[src/rtl/seq_detect_pkg.sv]
// Shared state encoding and default configuration for the serial pattern
// detector stream controller.
package seq_detect_pkg;

  localparam int WORD_W_DEF = 8;
  localparam int PAT_W_DEF  = 4;
  localparam logic [PAT_W_DEF-1:0] PAT_RST_DEF = 4'b1011;

  typedef enum logic [1:0] {
    ST_IDLE  = 2'd0,
    ST_SHIFT = 2'd1,
    ST_DONE  = 2'd2
  } state_e;

endpackage

[src/rtl/seq_detect_core.sv]
// Programmable Mealy pattern detector: match is combinational from the
// incoming bit and the stored history of previous bits.
module seq_detect_core
  import seq_detect_pkg::*;
#(
  parameter int PAT_W = PAT_W_DEF
) (
  input  logic             clk,
  input  logic             reset,
  input  logic [PAT_W-1:0] pattern,
  input  logic             overlap,
  input  logic             bit_in,
  input  logic             bit_en,
  input  logic             clear,
  output logic             match
);

  localparam int LEN_W = $clog2(PAT_W);
  localparam logic [LEN_W-1:0] LEN_FULL = LEN_W'(PAT_W - 1);

  logic [PAT_W-2:0] hist_q, hist_d;
  logic [LEN_W-1:0] len_q, len_d;
  logic [PAT_W-1:0] window;

  always_comb begin
    window = {hist_q, bit_in};
    match  = bit_en && (window == pattern) && (len_q == LEN_FULL);
    hist_d = hist_q;
    len_d  = len_q;
    if (clear) begin
      hist_d = '0;
      len_d  = '0;
    end else if (bit_en) begin
      // Non-overlapping mode restarts from an empty history after a hit
      if (match && !overlap) begin
        hist_d = '0;
        len_d  = '0;
      end else begin
        hist_d = window[PAT_W-2:0];
        if (len_q != LEN_FULL) len_d = len_q + 1'b1;
      end
    end
  end

  always_ff @(posedge clk or posedge reset) begin
    if (reset) begin
      hist_q <= '0;
      len_q  <= '0;
    end else begin
      hist_q <= hist_d;
      len_q  <= len_d;
    end
  end

endmodule

[src/rtl/seq_detect_stream_ctrl.sv]
// Serializes accepted words MSB-first into the Mealy detector and keeps a
// saturating per-frame match count with a done pulse at frame end.
module seq_detect_stream_ctrl
  import seq_detect_pkg::*;
#(
  parameter int WORD_W = WORD_W_DEF,
  parameter int PAT_W  = PAT_W_DEF,
  parameter int CNT_W  = 8,
  parameter logic [PAT_W-1:0] PAT_RST = PAT_W'(PAT_RST_DEF)
) (
  input  logic              clk,
  input  logic              reset,
  input  logic              cfg_we,
  input  logic [PAT_W-1:0]  cfg_pattern,
  input  logic              cfg_overlap,
  input  logic              in_valid,
  input  logic [WORD_W-1:0] in_data,
  input  logic              in_last,
  output logic              in_ready,
  output logic              match_pulse,
  output logic [CNT_W-1:0]  match_count,
  output logic              overflow,
  output logic              busy,
  output logic              done
);

  localparam int BC_W = $clog2(WORD_W);
  localparam logic [BC_W-1:0]  LAST_BIT = BC_W'(WORD_W - 1);
  localparam logic [CNT_W-1:0] CNT_MAX  = '1;

  state_e            state_q, state_d;
  logic [WORD_W-1:0] shreg_q, shreg_d;
  logic              last_q, last_d;
  logic [BC_W-1:0]   bit_cnt_q, bit_cnt_d;
  logic [CNT_W-1:0]  cnt_q, cnt_d;
  logic              ovf_q, ovf_d;
  logic              pulse_q, pulse_d;
  logic              frame_start_q, frame_start_d;
  logic [PAT_W-1:0]  pat_q, pat_d;
  logic              ovl_q, ovl_d;

  logic accept, bit_en, core_clear, match;

  assign accept     = in_valid && (state_q == ST_IDLE);
  assign bit_en     = (state_q == ST_SHIFT);
  assign core_clear = accept && frame_start_q;

  seq_detect_core #(.PAT_W(PAT_W)) u_core (
    .clk     (clk),
    .reset   (reset),
    .pattern (pat_q),
    .overlap (ovl_q),
    .bit_in  (shreg_q[WORD_W-1]),
    .bit_en  (bit_en),
    .clear   (core_clear),
    .match   (match)
  );

  always_comb begin
    state_d       = state_q;
    shreg_d       = shreg_q;
    last_d        = last_q;
    bit_cnt_d     = bit_cnt_q;
    cnt_d         = cnt_q;
    ovf_d         = ovf_q;
    pulse_d       = 1'b0;
    frame_start_d = frame_start_q;
    pat_d         = pat_q;
    ovl_d         = ovl_q;
    in_ready      = 1'b0;
    busy          = 1'b1;
    done          = 1'b0;
    case (state_q)
      ST_IDLE: begin
        in_ready = 1'b1;
        busy     = 1'b0;
        if (cfg_we) begin
          pat_d = cfg_pattern;
          ovl_d = cfg_overlap;
        end
        if (in_valid) begin
          state_d   = ST_SHIFT;
          shreg_d   = in_data;
          last_d    = in_last;
          bit_cnt_d = '0;
          if (frame_start_q) begin
            cnt_d         = '0;
            ovf_d         = 1'b0;
            frame_start_d = 1'b0;
          end
        end
      end
      ST_SHIFT: begin
        shreg_d   = shreg_q << 1;
        bit_cnt_d = bit_cnt_q + 1'b1;
        pulse_d   = match;
        if (match) begin
          if (cnt_q == CNT_MAX) ovf_d = 1'b1;
          else                  cnt_d = cnt_q + 1'b1;
        end
        if (bit_cnt_q == LAST_BIT) begin
          if (last_q) begin
            state_d       = ST_DONE;
            frame_start_d = 1'b1;
          end else begin
            state_d = ST_IDLE;
          end
        end
      end
      ST_DONE: begin
        done    = 1'b1;
        state_d = ST_IDLE;
      end
      default: state_d = ST_IDLE;
    endcase
  end

  always_ff @(posedge clk or posedge reset) begin
    if (reset) begin
      state_q       <= ST_IDLE;
      shreg_q       <= '0;
      last_q        <= 1'b0;
      bit_cnt_q     <= '0;
      cnt_q         <= '0;
      ovf_q         <= 1'b0;
      pulse_q       <= 1'b0;
      frame_start_q <= 1'b1;
      pat_q         <= PAT_RST;
      ovl_q         <= 1'b1;
    end else begin
      state_q       <= state_d;
      shreg_q       <= shreg_d;
      last_q        <= last_d;
      bit_cnt_q     <= bit_cnt_d;
      cnt_q         <= cnt_d;
      ovf_q         <= ovf_d;
      pulse_q       <= pulse_d;
      frame_start_q <= frame_start_d;
      pat_q         <= pat_d;
      ovl_q         <= ovl_d;
    end
  end

  assign match_pulse = pulse_q;
  assign match_count = cnt_q;
  assign overflow    = ovf_q;

endmodule

[config.mk]
export PLATFORM = sky130hd
export DESIGN_NAME = seq_detect_stream_ctrl
export DESIGN_NICKNAME = d
export VERILOG_FILES = /design/src/rtl/seq_detect_pkg.sv /design/src/rtl/seq_detect_core.sv /design/src/rtl/seq_detect_stream_ctrl.sv
export SDC_FILE = /design/constraint.sdc
export NUM_CORES = 1
export LEC_CHECK = 0
export CORE_ASPECT_RATIO = 2
export CORE_UTILIZATION = 54
export CTS_BUF_LIST = sky130_fd_sc_hd__clkbuf_8
export DETAILED_ROUTE_END_ITERATION = 8
export PLACE_DENSITY = 0.86
export SYNTH_ARGS = -nofsm -noshare
export SYNTH_HDL_FRONTEND = slang
export SYNTH_HIERARCHICAL = 1
export SYNTH_SLANG_ARGS = --single-unit
export TNS_END_PERCENT = 5
[constraint.sdc]
create_clock -name clk -period 2.8 [get_ports clk]
set_input_delay 0.28 -clock clk [delete_from_list [all_inputs] [get_ports clk]]
set_output_delay 0.28 -clock clk [all_outputs]
set_load 0.05 [all_outputs]
# Word-level counts from Yosys, hierarchy flattened
# Index checks and enable logic that the tools add are counted.
totals:
  ff_bits: 35
  input_bits: 18
  output_inout_bits: 13
  elab_cells: 80
op_classes:
  n_addsub: 3
  n_eq_ne: 14
  n_mux: 33
  reduce_logical: 18
op_table:
  columns: ["op", "count"]
  rows:
  - ["$mux 8", 5]
  - ["$pmux 8 s2", 2]
  - ["$ne 2x2->1 const B", 8]
  - ["$mux 2", 7]
  - ["$mux 3", 4]
  - ["$mux 1", 11]
  - ["$reduce_and 2->1", 5]
  - ["$reduce_and 5->1", 2]
  - ["$add 8x1->8 const B", 1]
  - ["$eq 8x8->1 const B", 1]
  - ["$pmux 3 s2", 1]
  - ["$logic_and 1x1->1", 5]
  - ["$eq 2x2->1 const B", 2]
  - ["$eq 4x4->1", 1]
  - ["$pmux 1 s2", 2]
  - ["$pmux 2 s2", 1]
  - ["$reduce_and 4->1", 1]
  - ["$reduce_bool 2->1", 2]
  - ["$add 3x1->3 const B", 1]
  - ["$eq 3x3->1 const B", 1]
  - ["$reduce_bool 3->1", 1]
  - ["$add 2x1->2 const B", 1]
  - ["$eq 2x1->1 const B", 1]
  - ["$logic_not 2->1", 1]
  - ["$logic_not 1->1", 1]

# Depth between registers and ports, before layout
depth:
  ltp_word: 7
  depth_mapped: 10
  ltp_nobuf: 8

# By module
# Netlist, hierarchy kept.
by_module_without_submodules:
  columns: ["module", "n_inst", "cells_per_inst", "area_per_inst_um2", "seq_area_each_um2"]
  rows:
  - ["seq_detect_stream_ctrl", 1, 136, 1428.9, 757.0]
  - ["seq_detect_core", 1, 28, 306.5, 125.1]

# Worst setup path after synthesis
# No wires, ideal clock.
synth_timing:
  path_kind: "register to register"
  from: "register pat_q[0]"
  to: "register u_core.hist_q[1]"
  setup_time_ns: 0.122
  arrival_ns: 2.056
  required_time_ns: 2.678
  slack_ns: 0.622
  path_stages_with_launch: 9
  n_path_buf: 0
  synth_period_minus_slack_ns: 2.178
  cell_sequence: "dfstp_2 xor2_1 nor4_2 and3_2 nand2_1 a21o_1 nor2_1 nor2b_1 a32o_1"
synth_between:
  elab_chain_len: 7
synth_rtl:
  columns: ["item", "line", "text"]
  rows:
  - ["start: declaration", "seq_detect_stream_ctrl.sv:39", "logic [PAT_W-1:0] pat_q, pat_d;"]
  - ["start signal: assignment", "seq_detect_stream_ctrl.sv:139", "pat_q <= pat_d;"]
  - ["$eq 4x4->1", "seq_detect_core.sv:27", "match = bit_en && (window == pattern) && (len_q == LEN_FULL);"]
  - ["$logic_and 1x1->1 (2 in a row)", "seq_detect_core.sv:27", null]
  - ["net match", "seq_detect_stream_ctrl.sv:42", "logic accept, bit_en, core_clear, match;"]
  - ["$logic_and 1x1->1", "seq_detect_core.sv:35", "if (match && !overlap) begin"]
  - ["$mux 3", "seq_detect_core.sv:35", null]
  - ["$mux 3", "seq_detect_core.sv:33", "end else if (bit_en) begin"]
  - ["$mux 3", "seq_detect_core.sv:30", "if (clear) begin"]
  - ["end signal: assignment", "seq_detect_core.sv:50", "hist_q <= hist_d;"]
  - ["end: declaration", "seq_detect_core.sv:21", "logic [PAT_W-2:0] hist_q, hist_d;"]
# The timed path passes the listed nets, and every way through them passes these cells. The select of a mux whose other input is x is not followed.
# A chain may end at the register's enable or synchronous reset.

# Worst setup path after layout
# Ends and elaborated chain as after synthesis.

==> metrics.cfg <==
[synth]
post-synth-top-count-cell=dfrtp_1
syn-num-nets=186
syn-cell-area_um2=1740
ys_top_cells_by_area=dfrtp_1, dfstp_2, mux2i_1
async_reset_ff_frac=1.00
synth_cells=164
synth_edf_count=0
seq_area_frac_synth=0.508
synth-seq-cells=35
synth_area_leader_cell=dfrtp_1
synth_cell_types=42
yosys-top-cells-count=dfrtp_1, nand2_1, o21ai_0
ys_warn_count=6
syn_avg_cell_area_um2=10.6
yosysTopAreaCellShare=0.433
ys.flop_type=dfrtp_1

[worst_setup_path]
critical-path-slowest-cell=dfstp_2
worstRegToRegCells=8
path_max_fanout=7
path_class=register to register
critPathRequiredTime_ps=2970
crit_chain=xor2_1 -> nor4_2 -> and3_2 -> nand2_1 -> a21o_1 -> nor2_1 -> nor2b_1 -> a32o_1
reg2reg_to=u_core/hist_q[1]
crit_family=simple AND/OR/NAND/NOR gates
r2r_start=pat_q[0]
end_kind=register
max_stage_delay_ps=540
path_buf_inv=0
startpoint_type=register
arrival_ps=2640
r2r_setup_slack_ps=330

[clock_network]
h-tree-depth=2
post_cts_buffers=0
cts-root-buf=clkbuf_8
numCtsBuffers=5
cts_tree=yes
clk_pin_slew_worst_paths_ps=70
hold_buffers=0
clockBufferDepth=2
postCtsResizedCells=0
cts.sinks=35
clk_latency_ps=290

[power_and_ir_drop]
pwr-share-comb=0.445
clkPwrFrac=0.171
swShare=0.419
power-per-cell-area_nw_per_um2=1090
irDropWorstVdd_v=0.000816
intPower_uw=1360
power.share.sequential=0.384
leakage_uw=0.000994
p_switching_uw=981

[layout]
area_delta_synth_final_pct=23.6
nets=218
antenna_cells=0
drive_gt1_frac=0.147
final_cells=227
final-seq-area_um2=882
multi_input_comb_area_um2=785
nFillCells=218
fin_area_um2=2140

[global_route]
grt-ovfl-total=0
grt_max_degree=31
antenna_found_initial=0
grt_first_pass_wirelength_mm=6.43
grt_pass1_vias=1344
grt_usage=0.252

[detailed_routing]
vias=1385
viasPerCell=6.10
drc=0
wl_per_cell_um=16.4
antenna_left=0
drtIter0Drc=36
drt-total-wl_mm=3.72
drt_first_pass_iters=4

[outcome]
status=finished, final reports clean

[die]
dieArea_um2=3460
die_w_um=42.1
start_util=0.576
row_count=28
die_height_um=82.2
core_area_um2=3010
ioPinCount=31

[placement]
dpl.hpwl_mm=2.82
dp_cells=219
place_congestion=0.894
numPortBuffers=30
placed_area_um2=2040

[sta]
finalSetupTns_ps=0
relSlewSlack=0.665
slew_viol_final=0
clock.fmax_mhz=405
skew_ps=4.58
setup_viol=0
worst_hold_slack_ps=223
hold_viol_final=0
fin_crit_sh=0.882
tightestPinTransition_ps=501
post-route-min-period_ps=2470
rsz0062_at_grt=no

[min_path]
hold_path.class=input port to async pin

[job]
drv.max_cap_violation_count=0

[worst max-delay path by stage]
stage	startpoint	to	slack [ps]	cells after the start
2_1_floorplan	pat_q[0]	u_core/hist_q[1]	620	8
3_3_place_gp	pat_q[0]	u_core/hist_q[2]	470	8
3_5_place_dp	pat_q[3]	u_core/hist_q[1]	350	8
4_1_cts	pat_q[3]	u_core/hist_q[1]	340	8
5_1_grt	pat_q[0]	u_core/hist_q[1]	130	8
6_report	pat_q[0]	u_core/hist_q[1]	330	8
[per-stage QoR]
stage               setup WS [ps]  utilization  total power, uW
global placement              471        0.679             1870
CTS                           340        0.712             2350
floorplan                     622            -             1660
finish                        331        0.712             2340
global route                  134        0.712             2490
detailed placement            353        0.679             1950
[cell families after synthesis]
logic type | after synthesis | share of synthesized area
xor+xnor | 4 | 0.0202
buf+inv | 13 | 0.0397
simple gates | 55 | 0.175
flops | 35 | 0.508
fa+ha+maj | 4 | 0.0288
compound gates | 39 | 0.143
mux | 14 | 0.0851
[flip-flops by register name (all words and copies together) (netlist names)]
name	cells
match_pulse	1
overflow	1
frame_start_q	1
pat_q	4
last_q	1
match_count	8
bit_cnt_q	3
u_core/len_q	2
shreg_q	8
state_q	2
u_core/hist_q	3
ovl_q	1
[per-layer routing]
metal,GRT usage,wire length [um]
met5,0,0
met4,0.113,114
met3,0.0457,144
met2,0.484,2150
met1,0.261,1310
[final cells by class]
type / instances / area share
tap: 30 / 0.0175
timing repair buffer: 32 / 0.147
sequential: 35 / 0.411
multi-input combinational: 116 / 0.366
clock inverter: 1 / 0.00175
inverter: 6 / 0.0117
clock buffer: 7 / 0.0449
[power groups by stage]
stage / clock, uW / sequential [uW] / combinational (uW)
2_1_floorplan: 0 / 1010 / 650
3_3_place_gp: 0 / 880 / 990
3_5_place_dp: 0 / 905 / 1040
4_1_cts: 410 / 896 / 1050
5_1_grt: 421 / 925 / 1150
6_report: 402 / 900 / 1040
[placed cells by master (no fill, tap or decap), types with 5 or more instances in the layout]
cell type | netlist | routed
mux2_2 | 6 | 6
nor2_1 | 6 | 6
nand3_1 | 7 | 7
dfstp_2 | 5 | 5
a21oi_1 | 7 | 7
clkbuf_8 | 0 | 7
dfrtp_1 | 30 | 30
nand2_1 | 18 | 18
clkdlybuf4s50_1 | 0 | 30
inv_1 | 4 | 5
o21ai_0 | 15 | 15
mux2i_1 | 8 | 8
No activity file was read; power rests on OpenSTA's default activity.
